[config.mk]
export PLATFORM = sky130hd
export DESIGN_NAME = msx_slot_bus_bridge
export DESIGN_NICKNAME = d
export VERILOG_FILES = /design/src/rtl/msx_bus_pkg.sv /design/src/rtl/msx_bus_sync.sv /design/src/rtl/msx_slot_bus_bridge.sv
export SDC_FILE = /design/constraint.sdc
export NUM_CORES = 1
export LEC_CHECK = 0
export ABC_AREA = 1
export BUFFER_PORTS_ARGS = -buffer_cell sky130_fd_sc_hd__buf_2
export CORE_MARGIN = 10
export CORE_UTILIZATION = 56
export CTS_BUF_LIST = sky130_fd_sc_hd__clkbuf_2 sky130_fd_sc_hd__clkbuf_4 sky130_fd_sc_hd__clkbuf_8
export DETAILED_ROUTE_END_ITERATION = 16
export PLACE_DENSITY = 0.83
export SYNTH_ARGS = -nofsm -noshare
export SYNTH_HDL_FRONTEND = slang
export SYNTH_SLANG_ARGS = --single-unit
[constraint.sdc]
create_clock -name clk -period 2.4 [get_ports clk]
set_clock_uncertainty 0.15 [all_clocks]
set_input_delay 0.48 -clock clk [delete_from_list [all_inputs] [get_ports clk]]
set_output_delay 0.48 -clock clk [all_outputs]
set_load 0.01 [all_outputs]
[src/rtl/msx_bus_pkg.sv]
// Shared types and constants for the MSX slot bus bridge.
package msx_bus_pkg;

    typedef enum logic [1:0] {
        ST_IDLE = 2'd0,
        ST_REQ  = 2'd1,
        ST_HOLD = 2'd2
    } bus_state_t;

    // Value returned to the CPU when nothing drives read data
    localparam logic [7:0] BUS_FLOAT = 8'hFF;

    // Cycle kinds as reported on bus_memory
    localparam logic KIND_IO  = 1'b0;
    localparam logic KIND_MEM = 1'b1;

    // Bit positions of the strobes inside the synchroniser vector
    localparam int STB_SLTSL = 0;
    localparam int STB_MERQ  = 1;
    localparam int STB_IORQ  = 2;
    localparam int STB_RD    = 3;
    localparam int STB_WR    = 4;
    localparam int STB_COUNT = 5;

    // True when port lies in the window [base, base+ports) taken modulo 256
    function automatic logic io_hit(input logic [7:0] port,
                                    input logic [7:0] base,
                                    input logic [4:0] ports);
        logic [7:0] offset;
        offset = port - base;
        return ({1'b0, offset} < {4'b0000, ports});
    endfunction

endpackage

[src/rtl/msx_bus_sync.sv]
// Multi-flop synchroniser with fall/rise pulses for active-low strobes.
// Edge pulses are held off until the chain has been refilled after reset so
// that a strobe still low when reset releases is not seen as a new edge.
module msx_bus_sync #(
    parameter int WIDTH  = 5,
    parameter int STAGES = 2
) (
    input  logic             clk,
    input  logic             n_reset,
    input  logic [WIDTH-1:0] d,
    output logic [WIDTH-1:0] q,
    output logic [WIDTH-1:0] fall,
    output logic [WIDTH-1:0] rise
);

    logic [WIDTH-1:0] chain_r [STAGES];
    logic [WIDTH-1:0] prev_r;
    logic [STAGES:0]  settle_r;

    // Synchroniser chain, previous-value register and post-reset settle shifter
    always_ff @(posedge clk or negedge n_reset) begin
        if (!n_reset) begin
            for (int i = 0; i < STAGES; i++) begin
                chain_r[i] <= {WIDTH{1'b1}};
            end
            prev_r   <= {WIDTH{1'b1}};
            settle_r <= {(STAGES+1){1'b0}};
        end else begin
            chain_r[0] <= d;
            for (int i = 1; i < STAGES; i++) begin
                chain_r[i] <= chain_r[i-1];
            end
            prev_r   <= chain_r[STAGES-1];
            settle_r <= {settle_r[STAGES-1:0], 1'b1};
        end
    end

    assign q    = chain_r[STAGES-1];
    assign fall = {WIDTH{settle_r[STAGES]}} & prev_r & ~q;
    assign rise = {WIDTH{settle_r[STAGES]}} & ~prev_r & q;

endmodule

[src/rtl/msx_slot_bus_bridge.sv]
// Bridge from the asynchronous MSX slot bus to the internal req/ack bus:
// strobe synchronisation, memory/I-O window decode, /WAIT with timeout and
// read-data direction control.
module msx_slot_bus_bridge
    import msx_bus_pkg::*;
#(
    parameter int         SYNC_STAGES  = 2,
    parameter logic [7:0] IO_BASE      = 8'h10,
    parameter int         IO_PORTS     = 4,
    parameter bit         WAIT_EN      = 1'b1,
    parameter int         WAIT_TIMEOUT = 255
) (
    input  logic        clk,
    input  logic        n_reset,
    input  logic        n_tsltsl,
    input  logic        n_tmerq,
    input  logic        n_tiorq,
    input  logic        n_trd,
    input  logic        n_twr,
    input  logic [15:0] ta,
    input  logic [7:0]  td_in,
    output logic [7:0]  td_out,
    output logic        td_oe,
    output logic        twait,
    output logic        bus_valid,
    input  logic        bus_ready,
    output logic        bus_memory,
    output logic        bus_write,
    output logic [15:0] bus_address,
    output logic [7:0]  bus_wdata,
    input  logic [7:0]  bus_rdata,
    input  logic        bus_rdata_en,
    output logic        timeout
);

    localparam logic [4:0]  IO_PORTS_W = 5'(IO_PORTS);
    localparam logic [15:0] TMO_LAST   = 16'(WAIT_TIMEOUT - 1);

    logic [STB_COUNT-1:0] raw_s, q_s, fall_s, rise_s;
    logic mem_sel_s, io_sel_s, start_s, hold_sel_s, unused_s;

    bus_state_t  state_r, state_n;
    logic [15:0] cnt_r, cnt_n;
    logic        gone_r, gone_n;
    logic [7:0]  td_out_r, td_out_n;
    logic        td_oe_r, td_oe_n;
    logic        twait_r, twait_n;
    logic        valid_r, valid_n;
    logic        mem_r, mem_n;
    logic        write_r, write_n;
    logic [15:0] addr_r, addr_n;
    logic [7:0]  wdata_r, wdata_n;
    logic        timeout_r, timeout_n;

    assign raw_s = {n_twr, n_trd, n_tiorq, n_tmerq, n_tsltsl};

    msx_bus_sync #(
        .WIDTH  (STB_COUNT),
        .STAGES (SYNC_STAGES)
    ) u_sync (
        .clk     (clk),
        .n_reset (n_reset),
        .d       (raw_s),
        .q       (q_s),
        .fall    (fall_s),
        .rise    (rise_s)
    );

    // Only the /RD and /WR edges start or abort cycles
    assign unused_s = ^{fall_s[STB_IORQ], fall_s[STB_MERQ], fall_s[STB_SLTSL],
                        rise_s[STB_IORQ], rise_s[STB_MERQ], rise_s[STB_SLTSL]};

    assign mem_sel_s  = ~q_s[STB_SLTSL] & ~q_s[STB_MERQ];
    assign io_sel_s   = ~q_s[STB_IORQ] & q_s[STB_MERQ] & io_hit(ta[7:0], IO_BASE, IO_PORTS_W);
    assign start_s    = (fall_s[STB_RD] | fall_s[STB_WR]) & (mem_sel_s | io_sel_s);
    assign hold_sel_s = mem_r ? mem_sel_s : io_sel_s;

    // Next-state and next-output decode for the bridge FSM
    always_comb begin
        state_n   = state_r;
        cnt_n     = cnt_r;
        gone_n    = gone_r;
        td_out_n  = td_out_r;
        td_oe_n   = td_oe_r;
        twait_n   = twait_r;
        valid_n   = valid_r;
        mem_n     = mem_r;
        write_n   = write_r;
        addr_n    = addr_r;
        wdata_n   = wdata_r;
        timeout_n = 1'b0;

        case (state_r)
            ST_IDLE: begin
                if (start_s) begin
                    mem_n   = mem_sel_s ? KIND_MEM : KIND_IO;
                    write_n = ~fall_s[STB_RD];
                    addr_n  = mem_sel_s ? ta : {8'h00, ta[7:0]};
                    wdata_n = td_in;
                    valid_n = 1'b1;
                    twait_n = WAIT_EN;
                    cnt_n   = 16'h0000;
                    gone_n  = 1'b0;
                    td_oe_n = 1'b0;
                    state_n = ST_REQ;
                end else begin
                    state_n = ST_IDLE;
                end
            end

            ST_REQ: begin
                cnt_n  = (cnt_r == 16'hFFFF) ? cnt_r : cnt_r + 16'd1;
                gone_n = gone_r | (write_r ? rise_s[STB_WR] : rise_s[STB_RD]);
                if (bus_ready) begin
                    if (!write_r) begin
                        td_out_n = bus_rdata_en ? bus_rdata : BUS_FLOAT;
                    end else begin
                        td_out_n = td_out_r;
                    end
                    valid_n = 1'b0;
                    twait_n = 1'b0;
                    td_oe_n = ~write_r & ~q_s[STB_RD] & hold_sel_s & ~gone_n;
                    state_n = ST_HOLD;
                end else if (cnt_r == TMO_LAST) begin
                    valid_n   = 1'b0;
                    twait_n   = 1'b0;
                    td_out_n  = BUS_FLOAT;
                    timeout_n = 1'b1;
                    td_oe_n   = ~write_r & ~q_s[STB_RD] & hold_sel_s & ~gone_n;
                    state_n   = ST_HOLD;
                end else begin
                    state_n = ST_REQ;
                end
            end

            ST_HOLD: begin
                if (q_s[STB_RD] & q_s[STB_WR]) begin
                    td_oe_n = 1'b0;
                    state_n = ST_IDLE;
                end else begin
                    td_oe_n = ~write_r & ~q_s[STB_RD] & hold_sel_s & ~gone_r;
                    state_n = ST_HOLD;
                end
            end

            default: begin
                valid_n = 1'b0;
                twait_n = 1'b0;
                td_oe_n = 1'b0;
                state_n = ST_IDLE;
            end
        endcase
    end

    // State and registered output update
    always_ff @(posedge clk or negedge n_reset) begin
        if (!n_reset) begin
            state_r   <= ST_IDLE;
            cnt_r     <= 16'h0000;
            gone_r    <= 1'b0;
            td_out_r  <= 8'h00;
            td_oe_r   <= 1'b0;
            twait_r   <= 1'b0;
            valid_r   <= 1'b0;
            mem_r     <= 1'b0;
            write_r   <= 1'b0;
            addr_r    <= 16'h0000;
            wdata_r   <= 8'h00;
            timeout_r <= 1'b0;
        end else begin
            state_r   <= state_n;
            cnt_r     <= cnt_n;
            gone_r    <= gone_n;
            td_out_r  <= td_out_n;
            td_oe_r   <= td_oe_n;
            twait_r   <= twait_n;
            valid_r   <= valid_n;
            mem_r     <= mem_n;
            write_r   <= write_n;
            addr_r    <= addr_n;
            wdata_r   <= wdata_n;
            timeout_r <= timeout_n;
        end
    end

    assign td_out      = td_out_r;
    assign td_oe       = td_oe_r;
    assign twait       = twait_r;
    assign bus_valid   = valid_r;
    assign bus_memory  = mem_r;
    assign bus_write   = write_r;
    assign bus_address = addr_r;
    assign bus_wdata   = wdata_r;
    assign timeout     = timeout_r;

endmodule

# Yosys cells after proc, flatten, opt, wreduce, memory -nomap -nowiden
# Index checks and enable logic that the tools add are counted.
dict set report word_totals {
  out_inout_bits 38
  register_bits 74
  rom_bits 0
  latch_bits 0
  memories 0
  ramBits 0
  wordCells 91
}
dict set report classes {
  n_lt_le_gt_ge 1
  add_sub_neg 2
  n_eq_ne 8
  bitwise_logic 27
  multipliers 0
  n_mux 29
  n_reduce_logical 9
  shifts 0
  n_div 0
}
# op n
set op_table {}
lappend op_table {{$mux 16} 3}
lappend op_table {{$mux 8} 4}
lappend op_table {{$pmux 16 s2} 1}
lappend op_table {{$and 5x5->5} 4}
lappend op_table {{$add 16x1->16 const B} 1}
lappend op_table {{$eq 16x16->1 const B} 1}
lappend op_table {{$eq 16x8->1 const B} 1}
lappend op_table {{$mux 1} 14}
lappend op_table {{$not 5->5} 2}
lappend op_table {{$and 1x1->1} 9}
lappend op_table {{$not 1->1} 9}
lappend op_table {{$reduce_and 3->1} 3}
lappend op_table {{$lt 8x3->1 const B} 1}
lappend op_table {{$sub 8x5->8 const B} 1}
lappend op_table {{$mux 2} 3}
lappend op_table {{$ne 2x2->1 const B} 3}
lappend op_table {{$pmux 1 s3} 2}
lappend op_table {{$pmux 2 s3} 1}
lappend op_table {{$reduce_and 2->1} 3}
lappend op_table {{$reduce_bool 2->1} 2}
lappend op_table {{$ne 3x3->1 const B} 1}
lappend op_table {{$or 1x1->1} 3}
lappend op_table {{$eq 2x1->1 const B} 1}
lappend op_table {{$eq 2x2->1 const B} 1}
lappend op_table {{2 further kinds} 2}

# Depth between registers and ports, before layout
# Gate-level depths: netlist (run 1).
dict set report logic_depth {
  word_depth 10
  ltp_mapped 11
  depth_no_buf 10
}

# Cells and area by module
# A second synthesis (run 1) with hierarchy kept.
dict set report hier_totals {
  hier_cells 413
  hier_area_um2 3553.4
}
# mod n_inst area_per_inst_um2 cells_per_inst
set modules_own_cells {}
lappend modules_own_cells {msx_slot_bus_bridge 1 2954.1 368}
lappend modules_own_cells {msx_bus_sync 1 599.3 45}

# Least setup slack after synthesis (run 1)
# No wires, ideal clock.
dict set report synth_timing {
  path_type {reg-to-reg}
  start {register cnt_r[0]}
  end {register cnt_r[1]}
  synth_period_minus_slack_ns 1.704
  stages_incl_launch_ff 10
  slack_ns 0.696
  setup_time_ns 0.126
  t_arrival_ns 1.428
  n_path_buf 1
  cell_sequence {dfrtp_1 > ha_1 > inv_1 > nor2_4 > nand2_1 > o21ai_1 > nand2_1 > nand2_4 > buf_8 > o21ai_0}
}
dict set report synth_via {
  elab_chain_cells 3
  elab_cells_between_ends 6
  cone_classes {add/sub: 1; eq/ne: 2; mux: 2; reduce/logical: 1}
}
# item line_no
set synth_rtl {}
lappend synth_rtl {{from (decl)} msx_slot_bus_bridge.sv:43} ;# logic [15:0] cnt_r, cnt_n;
lappend synth_rtl {{from (signal assigned)} msx_slot_bus_bridge.sv:172} ;# cnt_r <= cnt_n;
lappend synth_rtl {{$add 16x1->16 / $eq 16x16->1 (equally long branches)} msx_slot_bus_bridge.sv:112} ;# cnt_n = (cnt_r == 16'hFFFF) ? cnt_r : cnt_r + 16'd1;
lappend synth_rtl {{$mux 16 / $ne 2x2->1 (equally long branches)} --}
lappend synth_rtl {{$pmux 16 s2 / $reduce_and 3->1 (equally long branches)} --}
# Several ways; a longest one is shown, not always the timed one. The select of a mux whose other input is x is not followed.
# A chain may end at the register's enable or synchronous reset.

# Worst setup path after layout (run 1)
dict set report layout_timing {
  start {register cnt_r[1]}
  end {register cnt_r[10]}
}
# The elaborated chain is that of the path after synthesis.

==> results of run 1 <==
how the worst min path moves through the flow:
stage                    endpoint  slack, ns
6_report        u_sync.chain_r[8]       0.08
5_1_grt         u_sync.chain_r[8]       0.04
4_1_cts         u_sync.chain_r[8]       0.06
3_5_place_dp   u_sync.settle_r[2]       0.19
3_3_place_gp   u_sync.settle_r[2]       0.18
2_1_floorplan      bus_address[0]       0.03
layout by cell type, fill, tap and decap left out, types with 4 or more instances in the layout:
cell type / count
nand2_1: 132
o21ai_0: 22
dfstp_2: 12
dfrtp_1: 59
or2_2: 4
nor2_1: 29
nand3_1: 27
o21ai_2: 22
buf_4: 6
buf_2: 78
nand2_2: 10
inv_1: 34
ha_1: 6
clkbuf_8: 10
nand4_1: 9
stage by stage:
stage          utilization, %  std cells  area [um2]
2_1_floorplan               -        397        3410
3_3_place_gp             65.3        544        3870
3_5_place_dp             65.3        544        3870
4_1_cts                  69.0        561        4080
5_1_grt                  69.0        561        4080
6_report                 69.0        561        4080
timing repair:
item,4_1_cts,5_1_grt
endpoints found under the hold margin,12,0
buffers inserted,0,0
hold buffers,1,0
resized for setup,0,0
layer usage:
metal	vias to the layer above	GRT usage (%)	wire (um)
li1	1432	-	-
met1	1287	19.3	3140
met2	51	28.3	3910
met3	8	5.07	298
met4	0	5.48	106
met5	-	0	0
where the power goes:
part	internal [mW]	switching (mW)	leakage [nW]
registers	1.42	0.121	0.896
clock network	0.514	0.462	0.103
logic	0.308	0.464	1.03
final cells by class:
class / count / area share, %
flip-flops and latches: 71 / 43.9
well taps: 75 / 2.30
clock buffers: 10 / 3.37
multi-input cells: 278 / 34.1
clock inverters: 6 / 1.69
repair buffers: 86 / 11.4
inverters: 35 / 3.22
critical path, delay by kind of cell, from the launching register on:
family,cells,cell delay (ns)
and+or+nand+nor,5,0.76
DFF,1,0.43
adders and majority gates,1,0.24
AOI/OAI and AO/OA,2,0.21
buffers and inverters,1,0.10
cells by family after synthesis:
group	share of synthesized area, %
AND/OR/NAND/NOR	28.2
flip-flops	52.6
buffers and inverters	6.50
adder cells (fa/ha/maj)	2.20
other	0.110
AO/OA/AOI/OAI	10.4
state kept, by name, indices dropped and copies added, names as in the netlist:
register and cells:
bus_address 16, bus_memory 1, bus_valid 1, bus_wdata 8, bus_write 1, cnt_r 16, gone_r 1, state_r 2
td_oe 1, td_out 8, timeout 1, u_sync.chain_r 5, u_sync.prev_r 2, u_sync.q 5, u_sync.settle_r 3
==> flow_summary.ini, run 1 <==
[status]
status = finished, final reports clean

[clock_tree]
htreeDepth = 3
cts_buffers = 9
clkSinkCount = 71
cts_tree = yes
clk-insertion-delay-late_ns = 0.34
cts_root_buffer = clkbuf_8
clk_path_buf_depth = 2
cts.clk_slew.worst_paths_ns = 0.08

[timing]
layout_min_cycle_time_ns = 1.99
setup_slack_ns = 0.405
fin_crit_sh_pct = 83.1
grt_setup_unrepaired = false
hold_violations = 0
drv_slew = 0
finalSetupViolations = 0
hold_ws_ns = 0.0798
tns_ns = 0
clock.fmax_ghz = 0.501

[setup_path]
critical_path_class = flop to flop
critPathLaunchType = flop
r2r-end = cnt_r[10]
r2r_start = cnt_r[1]
slowest_stage = dfrtp_1
cp_cell_sequence = ha_1, inv_1, nor2_4, nand2_1, o21ai_1, nand2_1, nand2_4, nand2_1, o21ai_2
crit_top_cell = nand2_1
reg2reg_depth = 9
worstPathRequired_ns = 2.51
worstSetupEndpointType = flop
cp_max_fo = 32
crit_path_max_incr_delay_ns = 0.43
ff2ff_setup_slack_ns = 0.41
crit_path_start = cnt_r[1]
crit_end = cnt_r[10]
critPathArrivalTime_ns = 2.11

[drt]
wire_per_inst_um = 13.3
routed_wl_mm = 7.46
ant_nets = 0
drt_iter0_markers = 149
firstDrtPassIters = 5
vias = 2778
vias_per_cell = 4.95
drc = 0

[die]
dieArea_um2 = 9600
start_util_pct = 57.5
die_h_um = 98
core_um2 = 5920
chipWidth_um = 98
row_count = 28
boundaryPins = 79

[finish]
drive_gt1_share_pct = 32.1
fillers = 482
final-seq-area_um2 = 1790
antenna_cells = 0
nNetsFinal = 528
multiInputGateArea_um2 = 1390
syn2layout_area_growth_pct = 19.8

[synth]
synth_common_cells = 132 x nand2_1, 59 x dfrtp_1, 34 x inv_1
syn-mean-instance-area_um2 = 8.58
yosys.area.top_type = dfrtp_1
async_reset_ff_share_pct = 100
synthDistinctLibCells = 29
syn_area_um2 = 3410
yosysMostFrequentCell = nand2_1
syn-num-nets = 444
syn_inst = 397
ys_seq_elements = 71
synth_top_area_share_pct = 43.3
ys_warn_count = 0
synth_edf_count = 0
synth_ff_type = dfrtp_1
ys_top_cells_by_area = dfrtp_1 43%, nand2_1 15%, dfstp_2 9.3%, o21ai_2 5.7%, nand3_1 4.0%
yosysSeqAreaShare_pct = 52.6

[placement]
hpwl_mm = 5.69
io_buffers = 78
dp_slack_ns = 0.446
gp_congestion = 0.912

[power_and_ir_drop]
ir_drop_v = 0.000547
power_mw = 3.29
leakagePower_nw = 2.03
powerDensity_nw_per_um2 = 806

[worst_hold_path]
hold_path_class = input port to flop
worstHoldStart = n_trd
hold_path_depth = 1

[grt]
grt_pass1_vias = 2827
antenna_found_initial = 0
grt_pass1_wl_mm = 13.3
grt_max_degree = 34
grt_overflow_total = 0
grt.total_usage_pct = 16.6

[job]
maxCapViolations = 0
Note: power is estimated with default switching activity, not from simulation.
==> inputs of run 2 (changes only) <==
CORE_UTILIZATION = 50   (was 56)
PLACE_DENSITY = 0.78   (was 0.83)
clock period = 1.8 ns   (was 2.4 ns; I/O delays follow)
==> flow_summary.ini, run 2 (synthesis results as in run 1) <==
[finish]
antenna_cells = 0
fillers = 559
syn2layout_area_growth_pct = 27.4
drive_gt1_share_pct = 35.2
fin_area_um2 = 4340
layout_commonest_cell = nand2_1
layout_common_cells = 129 x nand2_1, 78 x buf_2, 57 x dfrtp_1
nNetsFinal = 545

[timing]
hold_ws_ns = 0.0546
hold_violations = 0
clock.fmax_ghz = 0.572
layout_min_cycle_time_ns = 1.75
fin_crit_sh_pct = 97.1
finalSetupViolations = 0
tns_ns = 0
drv_slew = 0

[die]
dieArea_um2 = 10500
chipWidth_um = 103
row_count = 30
die_h_um = 103
core_um2 = 6720
start_util_pct = 50.7
boundaryPins = 79

[job]
maxCapViolations = 0

[placement]
gp_congestion = 0.897
io_buffers = 78
placed_area_um2 = 3940
hpwl_mm = 5.74

[power_and_ir_drop]
leakagePower_nw = 2.14
powerDensity_nw_per_um2 = 1050
power_mw = 4.55
ir_drop_v = 0.000703

[drt]
routed_wl_mm = 8.28
vias_per_cell = 5.03
drt_iter0_markers = 133
firstDrtPassIters = 4
drc = 0
vias = 2932
wire_per_inst_um = 14.2
ant_nets = 0

[setup_path]
crit_top_cell = nand2_2
critPathLaunchType = flop
cp_cell_sequence = ha_2, inv_1, nor2_4, nand2_2, o21ai_2, nand2_2, nand2_8, clkbuf_16, o21ai_0
reg2reg_depth = 9
critical_path_class = flop to flop
crit_path_max_incr_delay_ns = 0.42
slowest_stage = dfrtp_1
worstPathRequired_ns = 1.89
critPathArrivalTime_ns = 1.83
cp_max_fo = 6
worstSetupEndpointType = flop

[grt]
grt_pass1_wl_mm = 12.8
grt_pass1_vias = 2778
antenna_found_initial = 0
grt_max_degree = 72
grt_overflow_total = 0
grt.total_usage_pct = 15.4

[clock_tree]
cts_root_buffer = clkbuf_8
cts_buffers = 9
htreeDepth = 3
cts_tree = yes
cts.clk_slew.worst_paths_ns = 0.08
clk_path_buf_depth = 2
clk-insertion-delay-late_ns = 0.35
clkSinkCount = 71

[worst_hold_path]
hold_path_depth = 3
hold_path_class = input port to flop

[status]
status = finished, final reports clean
==> run 2: routing by layer <==
layer	vias up	global-route usage [%]	part of all wire, %
li1	1467	-	-
met4	0	5.53	1.2
met1	1378	18.8	43
met2	78	25.4	50
met5	-	0	0
met3	9	4.42	5.6
==> run 2: per-stage QoR <==
stage               utilization (%)  instances  setup slack, ns
floorplan                         -        397           0.0963
global route                   64.6        583          -0.0560
detailed placement             58.6        554           0.0877
CTS                            62.4        576           0.0630
finish                         64.6        583           0.0527
global placement               58.6        554            0.130
==> run 2: final timing paths <==
check	end	from	slack, ns
worst max-delay path	cnt_r[0]	cnt_r[1]	0.05
worst min-delay path	bus_address[1]	ta[1]	0.05
worst max register to register	cnt_r[0]	cnt_r[1]	0.05
worst min register to register	u_sync.q[3]	u_sync.chain_r[8]	0.20
max in group asynchronous	u_sync.q[4]	n_reset	0.74
min in group asynchronous	bus_address[9]	n_reset	0.40
==> run 2: critical path: cells and delay by family, from the launching register on <==
kind / cells / cell delay [ns]
AO/OA/AOI/OAI: 2 / 0.20
adder cells (fa/ha/maj): 1 / 0.20
buffers and inverters: 2 / 0.23
flip-flops: 1 / 0.42
AND/OR/NAND/NOR: 4 / 0.42
==> run 2: repair_timing <==
item / 4_1_cts / 5_1_grt
hold buffers: 6 / 0
buffers inserted: 0 / 2
setup endpoints to repair: 0 / 24
resized for setup: 0 / 11
endpoints found under the hold margin: 64 / 0
==> run 2: report_power, final <==
group | switching (mW) | total [mW] | leakage [nW] | internal (mW)
registers | 0.171 | 2.06 | 0.893 | 1.89
clock network | 0.630 | 1.27 | 0.0956 | 0.642
logic | 0.678 | 1.22 | 1.15 | 0.540
==> run 2: area by class of cell <==
cell class	count	area, um2	share of cell area [%]
flip-flops and latches	71	1790	41.3
multi-input cells	279	1440	33.2
clock buffers	9	124	2.85
clock inverters	7	72.6	1.67
well taps	80	100	2.31
inverters	35	131	3.03
repair buffers	102	679	15.7
==> inputs of run 3 (changes only) <==
PLACE_DENSITY = 0.86   (was 0.78)
==> flow_summary.ini, run 3 (synthesis results as in run 1) <==
[drt]
vias_per_cell = 5.11
ant_nets = 0
routed_wl_mm = 8.40
vias = 2966
wire_per_inst_um = 14.5
firstDrtPassIters = 4
drc = 0
drt_iter0_markers = 205

[setup_path]
critical_path_class = flop to flop
worstSetupEndpointType = flop
crit_path_start = u_sync.q[1]
critPathLaunchType = flop
crit_end = cnt_r[7]
cp_max_fo = 8
ff2ff_setup_slack_ns = 0.07
reg2reg_depth = 10
r2r-end = cnt_r[7]
critPathArrivalTime_ns = 1.83
r2r_start = u_sync.q[1]
worstPathRequired_ns = 1.90

[finish]
final-seq-area_um2 = 1800
multiInputGateArea_um2 = 1430
antenna_cells = 0
nNetsFinal = 542
fin_cells = 580
drive_gt1_share_pct = 36.0
layout_commonest_cell = nand2_1
syn2layout_area_growth_pct = 27.4
fin_area_um2 = 4340
fillers = 520
layout_common_cells = 129 x nand2_1, 78 x buf_2, 54 x dfrtp_1
final_core_util_pct = 64.6

[placement]
place_inst = 554
dp_slack_ns = 0.0609
placed_area_um2 = 3950
hpwl_mm = 6.11
gp_congestion = 0.926
io_buffers = 78

[die]
row_count = 30
chipWidth_um = 103
start_util_pct = 50.7
boundaryPins = 79
core_um2 = 6720
dieArea_um2 = 10500
die_h_um = 103

[timing]
drv_slew = 0
finalSetupViolations = 0
tns_ns = 0
layout_min_cycle_time_ns = 1.73
fin_crit_sh_pct = 96.1
hold_ws_ns = 0.0447
clock.fmax_ghz = 0.578
setup_slack_ns = 0.0697
hold_violations = 0
grt_setup_unrepaired = true

[clock_tree]
cts_tree = yes
htreeDepth = 3
cts_root_buffer = clkbuf_8
cts.clk_slew.worst_paths_ns = 0.08
clkSinkCount = 71
cts_buffers = 9
clk_path_buf_depth = 2
clk-insertion-delay-late_ns = 0.35

[worst_hold_path]
hold_path_depth = 3
hold_path_class = input port to flop

[grt]
grt_overflow_total = 0
antenna_found_initial = 0
grt_max_degree = 35
grt.total_usage_pct = 16.8
grt_pass1_vias = 2989
grt_pass1_wl_mm = 14.0

[power_and_ir_drop]
netSwitchingPower_mw = 1.46
powerDensity_nw_per_um2 = 1080
switching_share_pct = 31.2
clockPowerShare_pct = 30.3
p_comb_share_pct = 25.5
leakagePower_nw = 2.12
power_mw = 4.68
internal_power_mw = 3.22
power_frac_seq_pct = 44.3
ir_drop_v = 0.000866

[status]
status = finished, final reports clean

[job]
maxCapViolations = 0
## run 3: cell types whose count changed in the layout (fill, tap and decap cells not counted), moves of 2 or more
cell | before | now
dfrtp_1 | 57 | 54
inv_2 | 1 | 3
buf_4 | 11 | 7
dfrtp_2 | 2 | 5
clkbuf_4 | 0 | 2
inv_1 | 34 | 31
## run 3: power groups by stage
| stage | sequential, mW | clock [mW] | combinational, mW |
|---|---|---|---|
| 2_1_floorplan | 2.20 | 0 | 0.488 |
| 3_3_place_gp | 2.08 | 0 | 1.07 |
| 3_5_place_dp | 2.09 | 0 | 1.12 |
| 4_1_cts | 2.07 | 1.44 | 1.13 |
| 5_1_grt | 2.11 | 1.51 | 1.33 |
| 6_report | 2.07 | 1.42 | 1.19 |
## run 3: layer usage
layer  GRT usage, %  share of wire [%]  vias to the layer above
li1               -                  -                     1459
met3           4.83                5.7                       18
met1           18.7                 40                     1405
met2           29.0                 52                       84
met5              0                  0                        -
met4           7.81                2.1                        0
## run 3: critical path: stages (launching register included)
cell,delay [ns]
dfstp_2,0.53
nand2_1,0.05
nor2_1,0.09
nand2_1,0.07
nand2_1,0.10
nand2_1,0.07
nand2_1,0.13
nand2_4,0.12
clkbuf_16,0.19
nand2_1,0.07
o21ai_2,0.05
## run 3: worst min path at each step
stage	startpoint	slack (ns)	end
6_report	td_in[3]	0.04	bus_wdata[3]
5_1_grt	td_in[6]	0.05	bus_wdata[6]
4_1_cts	td_in[3]	0.04	bus_wdata[3]
3_5_place_dp	n_reset	0.14	cnt_r[4]
3_3_place_gp	n_reset	0.14	bus_address[2]
2_1_floorplan	n_reset	-0.09	bus_address[0]
## run 3: final cells by class
type                            count  area share [%]
Clock buffer                       11            3.20
Clock inverter                      5            1.90
Inverter                           35            3.11
Multi-Input combinational cell    279            33.0
Sequential cell                    71            41.4
Tap cell                           80            2.31
Timing Repair Buffer               98            14.9
Timing Repair inverter              1           0.173
## run 3: repair_timing
item | CTS | global route
hold buffers | 6 | 0
endpoints found under the hold margin | 16 | 0
endpoints found under the setup margin | 0 | 47
setup buffers | 0 | 0
resized for setup | 0 | 19
